`src/rtl/stump_io_responder.sv`:
```
// Stump bus I/O responder: TX byte FIFO, RX holding register and reload timer in an 8-word window.
// Optional `STUMP_IRQ_EN adds a registered irq output and CTRL[3:2] interrupt enables.
module stump_io_responder #(
    parameter logic [15:0] BASE_ADDR  = 16'hFF00,
    parameter int          FIFO_DEPTH = 4
) (
    input  logic        clk,
    input  logic        rst,
    input  logic [15:0] address,
    input  logic [15:0] wdata,
    input  logic        mem_wen,
    input  logic        mem_ren,
    output logic [15:0] rdata,
    output logic        sel,
    output logic [7:0]  tx_data,
    output logic        tx_valid,
    input  logic        tx_ready,
    input  logic [7:0]  rx_data,
    input  logic        rx_valid,
    output logic        rx_ready
`ifdef STUMP_IRQ_EN
    ,
    output logic        irq
`endif
);

    localparam int PTR_W = (FIFO_DEPTH > 1) ? $clog2(FIFO_DEPTH) : 1;
    localparam int CNT_W = PTR_W + 1;

    localparam logic [2:0] OFF_STATUS = 3'd0;
    localparam logic [2:0] OFF_TX     = 3'd1;
    localparam logic [2:0] OFF_RX     = 3'd2;
    localparam logic [2:0] OFF_LOAD   = 3'd3;
    localparam logic [2:0] OFF_COUNT  = 3'd4;
    localparam logic [2:0] OFF_CTRL   = 3'd5;

    logic [2:0]       offset;
    logic             wr;
    logic             rd;

    logic [7:0]       fifo_mem [FIFO_DEPTH];
    logic [PTR_W-1:0] wr_ptr;
    logic [PTR_W-1:0] rd_ptr;
    logic [CNT_W-1:0] tx_count;
    logic             tx_full;
    logic             tx_empty;
    logic             push_req;
    logic             push_ok;
    logic             pop;
    logic             ovf;
    logic             ovf_set;

    logic [7:0]       rx_hold;
    logic             rx_full;
    logic             rx_take;
    logic             rx_rd;

    logic [15:0]      timer_load;
    logic [15:0]      timer_count;
    logic             timer_en;
    logic             timer_flag;
    logic             flag_set;
    logic             load_wr;
    logic             ctrl_wr;
    logic             status_clr;

`ifdef STUMP_IRQ_EN
    logic [1:0]       irq_en;
`endif

    // Bus decode: a write always wins over a read, so a combined cycle has no read side effect
    assign sel    = (address[15:3] == BASE_ADDR[15:3]);
    assign offset = address[2:0];
    assign wr     = sel && mem_wen;
    assign rd     = sel && mem_ren && !mem_wen;

    assign push_req   = wr && (offset == OFF_TX);
    assign rx_rd      = rd && (offset == OFF_RX);
    assign load_wr    = wr && (offset == OFF_LOAD);
    assign ctrl_wr    = wr && (offset == OFF_CTRL);
    assign status_clr = ctrl_wr && wdata[1];

    // TX FIFO: a full FIFO still takes a push when the head leaves on the same edge
    assign tx_full  = (tx_count == CNT_W'(FIFO_DEPTH));
    assign tx_empty = (tx_count == '0);
    assign tx_valid = !tx_empty;
    assign tx_data  = tx_valid ? fifo_mem[rd_ptr] : 8'h00;
    assign pop      = tx_valid && tx_ready;
    assign push_ok  = push_req && (!tx_full || pop);
    assign ovf_set  = push_req && tx_full && !pop;

    always_ff @(posedge clk) begin
        if (push_ok) begin
            fifo_mem[wr_ptr] <= wdata[7:0];
        end
    end

    always_ff @(posedge clk or posedge rst) begin
        if (rst) begin
            wr_ptr   <= '0;
            rd_ptr   <= '0;
            tx_count <= '0;
            ovf      <= 1'b0;
        end else begin
            if (push_ok) begin
                wr_ptr <= wr_ptr + PTR_W'(1);
            end
            if (pop) begin
                rd_ptr <= rd_ptr + PTR_W'(1);
            end
            case ({push_ok, pop})
                2'b10:   tx_count <= tx_count + CNT_W'(1);
                2'b01:   tx_count <= tx_count - CNT_W'(1);
                default: tx_count <= tx_count;
            endcase
            if (ovf_set) begin
                ovf <= 1'b1;
            end else if (status_clr) begin
                ovf <= 1'b0;
            end
        end
    end

    // RX holding register: ready is sampled before the read clears it, so a
    // byte arriving while full waits one more edge
    assign rx_ready = !rx_full;
    assign rx_take  = rx_valid && rx_ready;

    always_ff @(posedge clk or posedge rst) begin
        if (rst) begin
            rx_hold <= 8'h00;
            rx_full <= 1'b0;
        end else begin
            if (rx_take) begin
                rx_hold <= rx_data;
                rx_full <= 1'b1;
            end else if (rx_rd) begin
                rx_full <= 1'b0;
            end
        end
    end

    // Timer: reloads and flags on the edge where the count is already zero
    assign flag_set = timer_en && (timer_count == 16'd0);

    always_ff @(posedge clk or posedge rst) begin
        if (rst) begin
            timer_load  <= 16'd0;
            timer_count <= 16'd0;
            timer_flag  <= 1'b0;
            timer_en    <= 1'b0;
        end else begin
            if (load_wr) begin
                timer_load  <= wdata;
                timer_count <= wdata;
            end else if (timer_en) begin
                if (timer_count != 16'd0) begin
                    timer_count <= timer_count - 16'd1;
                end else begin
                    timer_count <= timer_load;
                end
            end
            if (flag_set) begin
                timer_flag <= 1'b1;
            end else if (status_clr) begin
                timer_flag <= 1'b0;
            end
            if (ctrl_wr) begin
                timer_en <= wdata[0];
            end
        end
    end

`ifdef STUMP_IRQ_EN
    always_ff @(posedge clk or posedge rst) begin
        if (rst) begin
            irq_en <= 2'b00;
            irq    <= 1'b0;
        end else begin
            if (ctrl_wr) begin
                irq_en <= wdata[3:2];
            end
            irq <= (timer_flag && irq_en[0]) || (rx_full && irq_en[1]);
        end
    end
`endif

    always_comb begin
        rdata = 16'h0000;
        if (rd) begin
            case (offset)
                OFF_STATUS: rdata = {6'd0, 5'(tx_count), ovf, timer_flag, rx_full, tx_empty, tx_full};
                OFF_RX:     rdata = {8'h00, rx_hold};
                OFF_LOAD:   rdata = timer_load;
                OFF_COUNT:  rdata = timer_count;
`ifdef STUMP_IRQ_EN
                OFF_CTRL:   rdata = {12'd0, irq_en, 1'b0, timer_en};
`else
                OFF_CTRL:   rdata = {15'd0, timer_en};
`endif
                default:    rdata = 16'h0000;
            endcase
        end
    end

endmodule
```
`config.mk`:
```
export PLATFORM = sky130hd
export DESIGN_NAME = stump_io_responder
export DESIGN_NICKNAME = d
export VERILOG_FILES = /design/src/rtl/stump_io_responder.sv
export SDC_FILE = /design/constraint.sdc
export NUM_CORES = 1
export LEC_CHECK = 0
export CAP_MARGIN = 20
export CORE_AREA = 10 10 111 113
export CTS_BUF_LIST = sky130_fd_sc_hd__clkbuf_8
export CTS_CLUSTER_DIAMETER = 30
export DETAILED_ROUTE_END_ITERATION = 8
export DIE_AREA = 0 0 121 123
export GPL_TIMING_DRIVEN = 0
export PLACE_DENSITY = 0.68
export SLEW_MARGIN = 30
export SYNTH_ARGS = -nofsm -noshare
export SYNTH_HDL_FRONTEND = slang
export SYNTH_SLANG_ARGS = --single-unit
```
`constraint.sdc`:
```
create_clock -name clk -period 3.65 [get_ports clk]
set_input_delay 0.9125 -clock clk [delete_from_list [all_inputs] [get_ports clk]]
set_output_delay 0.9125 -clock clk [all_outputs]
set_load 0.05 [all_outputs]
```
==> Yosys cells after proc, flatten, opt, wreduce, memory -nomap -nowiden <==
Memories as Yosys holds them, arrays and structs flattened.
Index checks and enable logic that the tools add are counted.
Widths: inputs -> output; s select.
{ "op_classes": {"n_addsub": 5, "n_eq_ne": 9, "n_mux": 14, "n_reduce_logical": 29} }
{ "op_table": {"columns": ["op", "n"], "rows": [
  ["$pmux 16 s5", 1],
  ["$mux 16", 4],
  ["$logic_not 16->1", 1],
  ["$reduce_bool 16->1", 1],
  ["$sub 16x1->16 const B", 1],
  ["$logic_and 1x1->1", 14],
  ["$eq 13x13->1 const B", 1],
  ["$reduce_bool 2->1", 5],
  ["$eq 3x3->1 const B", 3],
  ["$mux 8", 1],
  ["$mux 1", 7],
  ["$eq 3x2->1 const B", 2],
  ["$logic_not 3->1", 2],
  ["$pmux 3 s2", 1],
  ["$logic_not 1->1", 5],
  ["$add 2x1->2 const B", 2],
  ["$add 3x1->3 const B", 1],
  ["$eq 3x1->1 const B", 1],
  ["$sub 3x1->3 const B", 1],
  ["$eq 2x1->1 const B", 1],
  ["$eq 2x2->1 const B", 1],
  ["$logic_or 1x1->1", 1]
]} }
{ "totals": {"ff_bits": 51, "mem_bits_rw": 32, "inputBits": 46, "output_inout_bits": 27, "wordCells": 68, "mem_count": 1} }
{ "memory_table": {"columns": ["memory", "words", "word_bits", "read_ports", "rd_clocked_by_memory_dff", "write_ports", "line", "source"], "rows": [
  ["fifo_mem", 4, 8, 1, 0, 1, "41", "logic [7:0] fifo_mem [FIFO_DEPTH];"]
]} }

==> Logic depth before layout (Yosys ltp) <==
{ "logic_depth": {"ltp_word": 7, "ltp_mapped": 9} }

==> Worst setup path after synthesis <==
Ideal clock, no wire load.
{ "synth_path": {"path_type": "input to output", "from": "input port address[3]", "to": "output port rdata[0]", "t_arrival_ps": 3711, "t_required_ps": 2738, "setup_slack_ps": -974, "stages": 5, "n_path_buf": 0, "path_cell_list": "or4b_1 or4_4 clkinv_1 nand3b_1 a211oi_1"} }
{ "synth_between": {"elab_chain_cells": 4} }
{ "synth_lines": {"columns": ["element", "line", "source"], "rows": [
  ["start, declared", "9", "input logic [15:0] address,"],
  ["$eq 13x13->1", "72", "assign sel = (address[15:3] == BASE_ADDR[15:3]);"],
  ["via sel", "14", "output logic sel,"],
  ["$logic_and 1x1->1 (2 in a row)", "75", "assign rd = sel && mem_ren && !mem_wen;"],
  ["$mux 16", "190", "if (rd) begin"],
  ["end, declared", "13", "output logic [15:0] rdata,"]
]} }
The timed path passes the listed nets, and every way through them passes these cells.

==> Final worst setup path <==
{ "layout_path": {"from": "input port address[3]", "to": "output port rdata[7]"} }
{ "layout_between": {"elab_chain_cells": 4} }
{ "layout_lines": {"columns": ["element", "line"], "rows": [
  ["$eq 13x13->1", "72"],
  ["$logic_and 1x1->1 (2 in a row)", "75"],
  ["$mux 16", "190"]
]} }
No other way between the ends.

==> metrics.txt <==
# setup viols final=15; PD cells=~340 nW/um2; LEAKAGE=about 2.3 nW; die height=123 um; worst-path fanout max=5; DRC violations left=0; Port Buffers=approximately 70; met1 WL=~5500 um; met2 wire len=6450 um; max incr delay on CP=0.54 ns; Crit-path slowest cell=or4b_1; top layer in use=met4; Rel. slew slack=between 50% and 60%; post-synth top area cell=dfrtp_1; Site Rows=37; post-route ant nets=0; share of layout cells above drive strength 1=about a fifth; drt initial violations=294; Layout Utilization=around three fifths; # IOs=73; crit-path cells=buf_6 -> or4b_1 -> or4_4 -> clkinv_8 -> nand3b_1 -> buf_6 -> clkbuf_16 -> nor2_4 -> buf_8; CP endpoint kind=output pin; largest net degree at the start of global routing=slightly below 50; die area=between 10000 and 15000 um2; Top FF cell, synth=dfrtp_1; total of max-cap violations=0; starting density of the core=roughly 44%; Nets=around 580; failing checks=setup timing; first-pass GRT wire length=slightly above 20000 um; Hold WC Path Type=register to register; Post-Synthesis Cells=439; die width=121 um; clk root buf=clkbuf_8; Final Hold Fails=0; Layout Skew=approximately 0.016 ns; routability cong.=0.885; detailed placement HPWL=around 9100 um; worst slew pin tran=0.660 ns; most used cell, CP=buf_6; Final min period=3.70 ns; Mean Syn Cell Area=10.2 um2; area of the core=approximately 10000 um2; Post-Syn Nets=slightly below 500; Clock Sinks=83; vias=~3800; Post-synth EDFFs=32; commonest non-fill, non-tap cell in the layout=nand2_1; outcome=complete, but fails checks; Fill cells=roughly 860; asr flop ratio synth=61.4%; ant diodes=0; Worst setup SP type=input pin; VDD IR max=~0.18 mV; Synth cell types=64; min setup slack post-route=-0.0516 ns; Final Cycle Share=101%; initial antenna violation count=0; Arr. time, crit path=about 2.8 ns; area delta synth->final=31.9%; vias in the first global route=3964; Multi-input gate area=about 2200 um2; Seq. cell area=~2200 um2; fin. max-slew vios=0; Cell Area, Synth=~4500 um2; Reg clk slew, reported paths=roughly 0.1 ns; Tot GR Track Use=approximately 17%; dpl ws=-1.37 ns; CP Class=input pin to output pin; met3 wire length=737 um; total grt overflow=0; crit-path leading delay family=simple AND/OR/NAND/NOR gates; Avg WL per Cell=just under 20 um; number of synthesized register bits=83; Critical Path RT=~2.7 ns; H-tree depth=3; CP bufs+invs=5; Syn. warnings=0; commonest non-fill, non-tap cells in the layout=nand2_1 (57), dfrtp_1 (51), clkdlybuf4s50_1 (39); First-pass DRT Iterations=5; drt total wl=approximately 13000 um; CTS tree=yes; Max clock buf depth=2; post-synth top area share=~28%; register area share after synthesis=49.8%; RSZ-0062 raised after global routing=true; top cells by area, synth=dfrtp_1 (28%), edfxtp_1 (21%), nand2_1 (4.8%); fmax=270 MHz; Avg Vias per Cell=5.70; CTS buffer count=9; clk_lat worst skew=between 0.3 and 0.4 ns
[sequential cells by signal (all words and copies together), names as in the netlist]
name         count
fifo_mem        32
ovf              1
rd_ptr           2
rx_full          1
rx_hold          8
timer_count     16
timer_en         1
timer_flag       1
timer_load      16
tx_count         3
wr_ptr           2
[Yosys cell counts (all sizes together), types with 3 or more instances]
master   n
nand2   57
dfrtp   51
nor2    39
edfxtp  32
clkbuf  28
o21ai   22
a22oi   20
a21oi   17
inv     16
and2    14
mux2    14
nor3     9
mux4     8
ha       6
nand3    6
nor4     6
o22a     6
o211ai   5
a31oi    4
nand2b   4
nor2b    4
nor3b    4
o31ai    4
or4      4
xnor2    4
buf      3
nand3b   3
nand4    3
nor4b    3
o21a     3
o41ai    3
or2      3
or4b     3
[repair_timing]
item                                    CTS  global route
endpoints found under the setup margin   26            16
gates cloned                              1             0
resized for setup                       144            19
pin swaps                                 9            10
hold buffers                              0             0
setup buffers                             8             0
[stage by stage]
| stage | power, mW | hold slack [ns] | area [um2] | TNS (ns) | std cells |
|---|---|---|---|---|---|
| floorplan | 1.24 | 0.462 | 4630 | -3.23 | 439 |
| global placement | 1.34 | 0.486 | 5490 | -29.73 | 644 |
| detailed placement | 1.35 | 0.482 | 5520 | -31.41 | 645 |
| CTS | 2.01 | 0.512 | 5870 | -1.49 | 669 |
| global route | 2.10 | 0.546 | 5930 | -1.28 | 669 |
| finish | 2.01 | 0.520 | 5930 | -0.393 | 669 |
[power breakdown]
part	internal [mW]	leakage, nW	switching (mW)
Sequential	1.00	0.921	0.0382
Clock	0.266	0.0922	0.399
Combinational	0.132	1.33	0.167
[worst register-to-register path, stage by stage (launching register included)]
cell	delay, ns
dfrtp_1	0.46
or4_1	0.53
clkbuf_1	0.18
or4_1	0.52
buf_2	0.20
nand2b_4	0.21
o311ai_0	0.28
o21ai_0	0.12
[final cells by class]
cell class              instances  share of cell area [%]
flip-flops and latches         83                    37.7
multi-input cells             308                    37.2
repair buffers                 79                    15.3
well taps                     136                    2.87
plain buffers                  30                    2.38
clock buffers                   9                    2.09
inverters                      17                    1.33
clock inverters                 7                    1.12
[worst paths after layout]
path | start | to | slack, ns | depth (start not counted)
max | address[3] | rdata[7] | -0.05 | 9
min | timer_flag | timer_flag | 0.52 | 1
max reg2reg | timer_count[10] | timer_count[8] | 1.03 | 7
min reg2reg | timer_flag | timer_flag | 0.52 | 1
max in group asynchronous | rst | ovf | 2.45 | 3
min in group asynchronous | rst | rd_ptr[1] | 0.75 | 2
[per-layer routing]
metal  track usage, %  vias to the layer above
met4             5.35                        0
li1                 -                     1778
met3             4.28                       14
met1             21.9                     1898
met2             28.9                      126
met5                0                        -
[cell families (layout without fill, tap and decap cells)]
group           count (synthesis)  count (layout)  share of synthesized area, %
buf+inv                        48             142                          4.15
xor+xnor                        6               6                          1.17
mux                            24              24                          7.96
fa+ha+maj                       7               7                          2.12
flops                          83              83                          49.8
compound gates                102             102                          15.5
simple gates                  169             169                          19.3
(Power assumes the default switching activity.)
